**src/rtl/risc_v_mem_access_unit.sv**
```systemverilog
// RV32I load/store access unit: sub-word extraction with sign/zero extension,
// read-modify-write merge for SB/SH, misalignment and illegal-funct3 detection.
module risc_v_mem_access_unit #(
  parameter bit ALIGN_CHECK = 1'b1
) (
  input  logic        clk,
  input  logic        rst,
  input  logic        req_valid,
  output logic        req_ready,
  input  logic        req_write,
  input  logic [2:0]  req_funct3,
  input  logic [31:0] req_addr,
  input  logic [31:0] req_wdata,
  output logic        resp_valid,
  output logic [31:0] resp_rdata,
  output logic        resp_error,
  output logic [31:0] mem_addr,
  output logic [31:0] mem_wdata,
  output logic        mem_we,
  input  logic [31:0] mem_rdata
);

  typedef enum logic [1:0] {IDLE, READ, WRITE, RESP} state_t;

  state_t      state_q, state_d;
  logic [31:0] addr_q, addr_d;
  logic [31:0] wdata_q, wdata_d;
  logic [31:0] merge_q, merge_d;
  logic [31:0] rdata_q, rdata_d;
  logic [2:0]  funct3_q, funct3_d;
  logic        write_q, write_d;
  logic        error_q, error_d;
  logic        req_err;

  function automatic logic [31:0] load_extract(input logic [31:0] word,
                                               input logic [1:0]  lane,
                                               input logic [2:0]  f3);
    logic [7:0]  b;
    logic [15:0] h;
    b = word[{lane, 3'b000} +: 8];
    h = lane[1] ? word[31:16] : word[15:0];
    case (f3)
      3'b000:  return {{24{b[7]}}, b};
      3'b001:  return {{16{h[15]}}, h};
      3'b100:  return {24'b0, b};
      3'b101:  return {16'b0, h};
      default: return word;
    endcase
  endfunction

  function automatic logic [31:0] store_merge(input logic [31:0] old_word,
                                              input logic [31:0] wdata,
                                              input logic [1:0]  lane,
                                              input logic [2:0]  f3);
    logic [31:0] res;
    res = old_word;
    case (f3[1:0])
      2'b00: res[{lane, 3'b000} +: 8] = wdata[7:0];
      2'b01: begin
        if (lane[1]) res[31:16] = wdata[15:0];
        else         res[15:0]  = wdata[15:0];
      end
      default: res = wdata;
    endcase
    return res;
  endfunction

  function automatic logic access_error(input logic        wr,
                                        input logic [2:0]  f3,
                                        input logic [1:0]  lo);
    logic illegal, misaligned;
    if (wr) illegal = (f3 >= 3'd3);
    else    illegal = (f3 == 3'd3) || (f3 == 3'd6) || (f3 == 3'd7);
    misaligned = ((f3[1:0] == 2'b01) && lo[0]) ||
                 ((f3[1:0] == 2'b10) && (lo != 2'b00));
    return illegal || (ALIGN_CHECK && misaligned);
  endfunction

  assign req_err = access_error(req_write, req_funct3, req_addr[1:0]);

  always_comb begin
    state_d    = state_q;
    addr_d     = addr_q;
    wdata_d    = wdata_q;
    merge_d    = merge_q;
    rdata_d    = rdata_q;
    funct3_d   = funct3_q;
    write_d    = write_q;
    error_d    = error_q;
    req_ready  = 1'b0;
    resp_valid = 1'b0;
    mem_we     = 1'b0;
    mem_wdata  = 32'b0;
    mem_addr   = {addr_q[31:2], 2'b00};
    case (state_q)
      IDLE: begin
        req_ready = 1'b1;
        if (req_valid) begin
          addr_d   = req_addr;
          wdata_d  = req_wdata;
          funct3_d = req_funct3;
          write_d  = req_write;
          error_d  = req_err;
          if (req_err) begin
            rdata_d = 32'b0;
            state_d = RESP;
          end else if (req_write && (req_funct3[1:0] == 2'b10)) begin
            state_d = WRITE;
          end else begin
            state_d = READ;
          end
        end
      end
      READ: begin
        // Sub-word stores park the old word here; loads finish straight away.
        if (write_q) begin
          merge_d = mem_rdata;
          state_d = WRITE;
        end else begin
          rdata_d = load_extract(mem_rdata, addr_q[1:0], funct3_q);
          state_d = RESP;
        end
      end
      WRITE: begin
        mem_we    = 1'b1;
        mem_wdata = store_merge(merge_q, wdata_q, addr_q[1:0], funct3_q);
        rdata_d   = 32'b0;
        state_d   = RESP;
      end
      RESP: begin
        resp_valid = 1'b1;
        state_d    = IDLE;
      end
      default: state_d = IDLE;
    endcase
  end

  always_ff @(posedge clk or posedge rst) begin
    if (rst) begin
      state_q  <= IDLE;
      addr_q   <= 32'b0;
      wdata_q  <= 32'b0;
      merge_q  <= 32'b0;
      rdata_q  <= 32'b0;
      funct3_q <= 3'b0;
      write_q  <= 1'b0;
      error_q  <= 1'b0;
    end else begin
      state_q  <= state_d;
      addr_q   <= addr_d;
      wdata_q  <= wdata_d;
      merge_q  <= merge_d;
      rdata_q  <= rdata_d;
      funct3_q <= funct3_d;
      write_q  <= write_d;
      error_q  <= error_d;
    end
  end

  assign resp_rdata = rdata_q;
  assign resp_error = error_q;

endmodule

```
**config.mk**
```make
export PLATFORM = sky130hd
export DESIGN_NAME = risc_v_mem_access_unit
export DESIGN_NICKNAME = d
export VERILOG_FILES = /design/src/rtl/risc_v_mem_access_unit.sv
export SDC_FILE = /design/constraint.sdc
export NUM_CORES = 1
export LEC_CHECK = 0
export CORE_MARGIN = 2
export CORE_UTILIZATION = 50
export CTS_BUF_LIST = sky130_fd_sc_hd__clkbuf_8
export DETAILED_ROUTE_END_ITERATION = 16
export HOLD_SLACK_MARGIN = 0.08
export PLACE_DENSITY = 0.92
export SETUP_SLACK_MARGIN = 0.02
export SYNTH_ARGS = -nofsm -noshare
export SYNTH_HDL_FRONTEND = slang
export SYNTH_SLANG_ARGS = --single-unit
```
**constraint.sdc**
```tcl
create_clock -name clk -period 11.7 [get_ports clk]
set_input_delay 3.51 -clock clk [delete_from_list [all_inputs] [get_ports clk]]
set_output_delay 3.51 -clock clk [all_outputs]
set_load 0.03 [all_outputs]
```
==> summary.txt <==
Run status
  • Status: completed

Yosys
  • Post-synth top area share: a little under half
  • EDFF count, synth: 0
  • Mean post-synth cell area: 11.52 um^2
  • Synthesized cell area: 0.007289 mm^2
  • Synthesis Warnings: 0
  • Syn Inst Count: ~630
  • Area contributors post-synth: dfrtp_1, mux2_2, buf_4, mux2i_1, a221oi_1
  • Post-synth cell types: 46
  • Ys flop type: dfrtp_1
  • Synth area leader: dfrtp_1
  • Post-synthesis async set-or-reset flop share: 100.0%
  • Seq/Total Area, Yosys: between 40% and 50%
  • Most frequent cell after synthesis: dfrtp_1
  • Synthesized flop and latch total: 135
  • Post-synth top cells: dfrtp_1, mux2_2, o21ai_0, buf_4

Critical path
  • Kind of end point of the critical path: output port
  • Crit Path Max Fanout: 13
  • Startpoint class of the critical path: flip-flop
  • Critical Path AT: just over 4000 ps
  • Data required time of the worst path: between 8000 and 9000 ps
  • Critical path class: reg -> out

Pwr
  • Comb pwr share: a little under three fifths
  • Pwr per Cell Area: 327.4 mW/mm^2
  • Peak VDD IR: about 0.21 mV
  • Clock Power Share: 16.3%
  • Total power: 3169 uW
  • Leakage power: 0.003987 uW
  • Switch Pwr: between 1000 and 1500 uW
  • Reg power frac: between 20% and 30%
  • P_int: 1777 uW
  • Sw frac: a little over two fifths

Layout
  • Area Overhead vs Synth: 32.77%
  • Nets: about 900
  • Antenna diode count: 0
  • Share of cells above drive strength 1: 20.50%
  • Final Util: 67.35%

Placed design
  • Gpl congestion: 0.9323
  • Port buffer count: 200
  • DPL Wire Length: 14830 um

Timing
  • Max-slew violations: 0
  • RSZ-0062 raised after global routing: no
  • Final hold violations: 0
  • Period Utilization, post-route: 64.68%
  • Fin crit period: between 7000 and 8000 ps
  • Achievable Freq: 0.1321 GHz
  • Clk_skew: between 10 and 15 ps
  • Finish-stage setup viols: 0
  • Worst relative slew slack: approximately 8.7%
  • Setup_tns: 0 ps
  • Tightest Pin Transition: approximately 1400 ps

Detailed routing
  • Post-DRT Antenna Nets: 0
  • DRC viols: 0
  • WL/cell: 21.63 um
  • Number of DRC violations after detailed-routing iteration 0: 678
  • DRT Wirelength: ~21000 um
  • Pre-Repair DR Iteration Count: 5
  • Number of vias per cell: 6.206
  • Via count: 6076

Global routing
  • All-Layer GR Usage: 27.31%
  • First-pass GRT wire length: 33500 um
  • Most crowded layer after global routing: met2
  • Antenna violations before repair: 0
  • Met2 GRT Util: between 40% and 50%
  • GR met1 Demand/Resource: 35.26%
  • Vias in the first global route: 6168
  • Largest net degree at the start of global routing: 85
  • GRT overflow: 0
  • M3 GR Usage: under 10%

Clocking
  • Skew-Pair Late Insertion Delay: 460 ps
  • Setup bufs post-CTS: 0
  • TritonCTS buffer count: 17
  • CTS hold repair buffers: 0
  • Sink Count: 135
  • CTS root buffer: clkbuf_8
  • Post_cts resized: 0
  • Clk pin slew, worst setup/hold paths: 80 ps
  • CTS tree: yes
  • Max H-tree Level: 4
  • CTS Buffer Depth: 2

Worst hold path
  • Hold Crit Class: reg -> reg

Die
  • Core area: between 0.01 and 0.015 mm^2
  • Boundary Pins: 203
  • Initial Util: 50.73%
  • Chip height: roughly 120 um
  • Chip width: 124.7 um
  • Row count: between 40 and 50
  • Die footprint: between 0.015 and 0.02 mm^2

Job
  • MaxCap Viol Count: 0
worst paths after layout:
| kind | start | endpoint | slack (ps) | cells after the start |
|---|---|---|---|---|
| min in group asynchronous | rst | wdata_q[5]$_DFFE_PP0P_ | 3500 | 2 |
| max in group asynchronous | rst | merge_q[1]$_DFFE_PP0P_ | 6670 | 3 |
| min | resp_rdata[11]$_DFFE_PP0P_ | resp_rdata[11]$_DFFE_PP0P_ | 500 | 1 |
| min reg2reg | resp_rdata[11]$_DFFE_PP0P_ | resp_rdata[11]$_DFFE_PP0P_ | 500 | 1 |
| max reg2reg | state_q[0]$_DFFE_PP0N_ | resp_rdata[7]$_DFFE_PP0P_ | 8490 | 6 |
| max | addr_q[1]$_DFFE_PP0P_ | mem_wdata[0] | 4130 | 7 |
final cells by class:
type | instances | area (um^2)
Clock buffer | 19 | 261.5
Clock inverter | 13 | 274.0
Fill cell | 1047 | 4691
Inverter | 16 | 62.56
Multi-Input combinational cell | 404 | 3410
Sequential cell | 135 | 3378
Tap cell | 184 | 230.2
Timing Repair Buffer | 208 | 2062
layout by cell type (no fill, tap or decap), drive strengths merged, types with 2 or more instances in the layout:
cell           netlist  routed
clkdlybuf4s50        0     200
dfrtp              135     135
mux2               103     103
o21ai               44      44
a221oi              28      28
nand2               28      28
mux2i               25      25
nor2                20      20
a21oi               19      19
clkbuf              28      19
o221ai              16      16
o41ai               16      16
inv                 15      16
a22o                14      14
o31ai               10      10
nor3                10      10
ha                  10      10
a22oi                9       9
bufinv               0       8
buf                 51       8
o2bb2ai              7       7
a221o                6       6
o22ai                4       4
nor2b                4       4
a222oi               4       4
clkinv               1       4
o21a                 3       3
nor3b                3       3
a32oi                3       3
or2                  3       3
nor4                 2       2
and2                 2       2
conb                 1       2
cell families after synthesis:
| family | Yosys count | synth area share [%] |
|---|---|---|
| compound gates | 185 | 20.17 |
| fa+ha+maj | 10 | 1.716 |
| buf+inv | 95 | 6.969 |
| flops | 135 | 46.34 |
| mux | 129 | 19.65 |
| other cells | 1 | 0.05144 |
| simple gates | 78 | 5.098 |
critical path, stage by stage (launching register included):
cell and delay (ps):
dfrtp_1 390, inv_1 340, ha_1 290, clkinv_1 270, nor4_1 1190, a221oi_1 230, nor2_1 200, clkdlybuf4s50_1 690
routing by layer:
layer	wire, um	up-vias	share of wire [%]
met5	0	-	0
met4	573	0	2.7
met3	2024	51	9.6
met2	10160	351	48
met1	8416	3000	40
li1	-	2674	-
stage by stage:
stage	setup slack, ps	std cells	hold slack [ps]	instance area (um^2)
2_1_floorplan	4579	634	471.6	7293
3_3_place_gp	5039	947	485.7	9143
3_5_place_dp	4857	947	481.6	9143
4_1_cts	4278	979	503.8	9678
5_1_grt	3973	979	511.6	9678
6_report	4133	979	498.3	9678
flip-flops by register name, indices dropped and copies added (netlist names):
register and count:
addr_q 32, funct3_q 3, merge_q 32, resp_error 1, resp_rdata 32, state_q 2, wdata_q 32, write_q 1
power groups by stage:
stage	Sequential [uW]	Clock (uW)	Combinational [uW]
finish	904	517	1750
global route	926	543	1860
CTS	896	521	1740
detailed placement	905	0	1720
global placement	896	0	1690
floorplan	912	0	1200
Power figures use the tool's default switching activity.
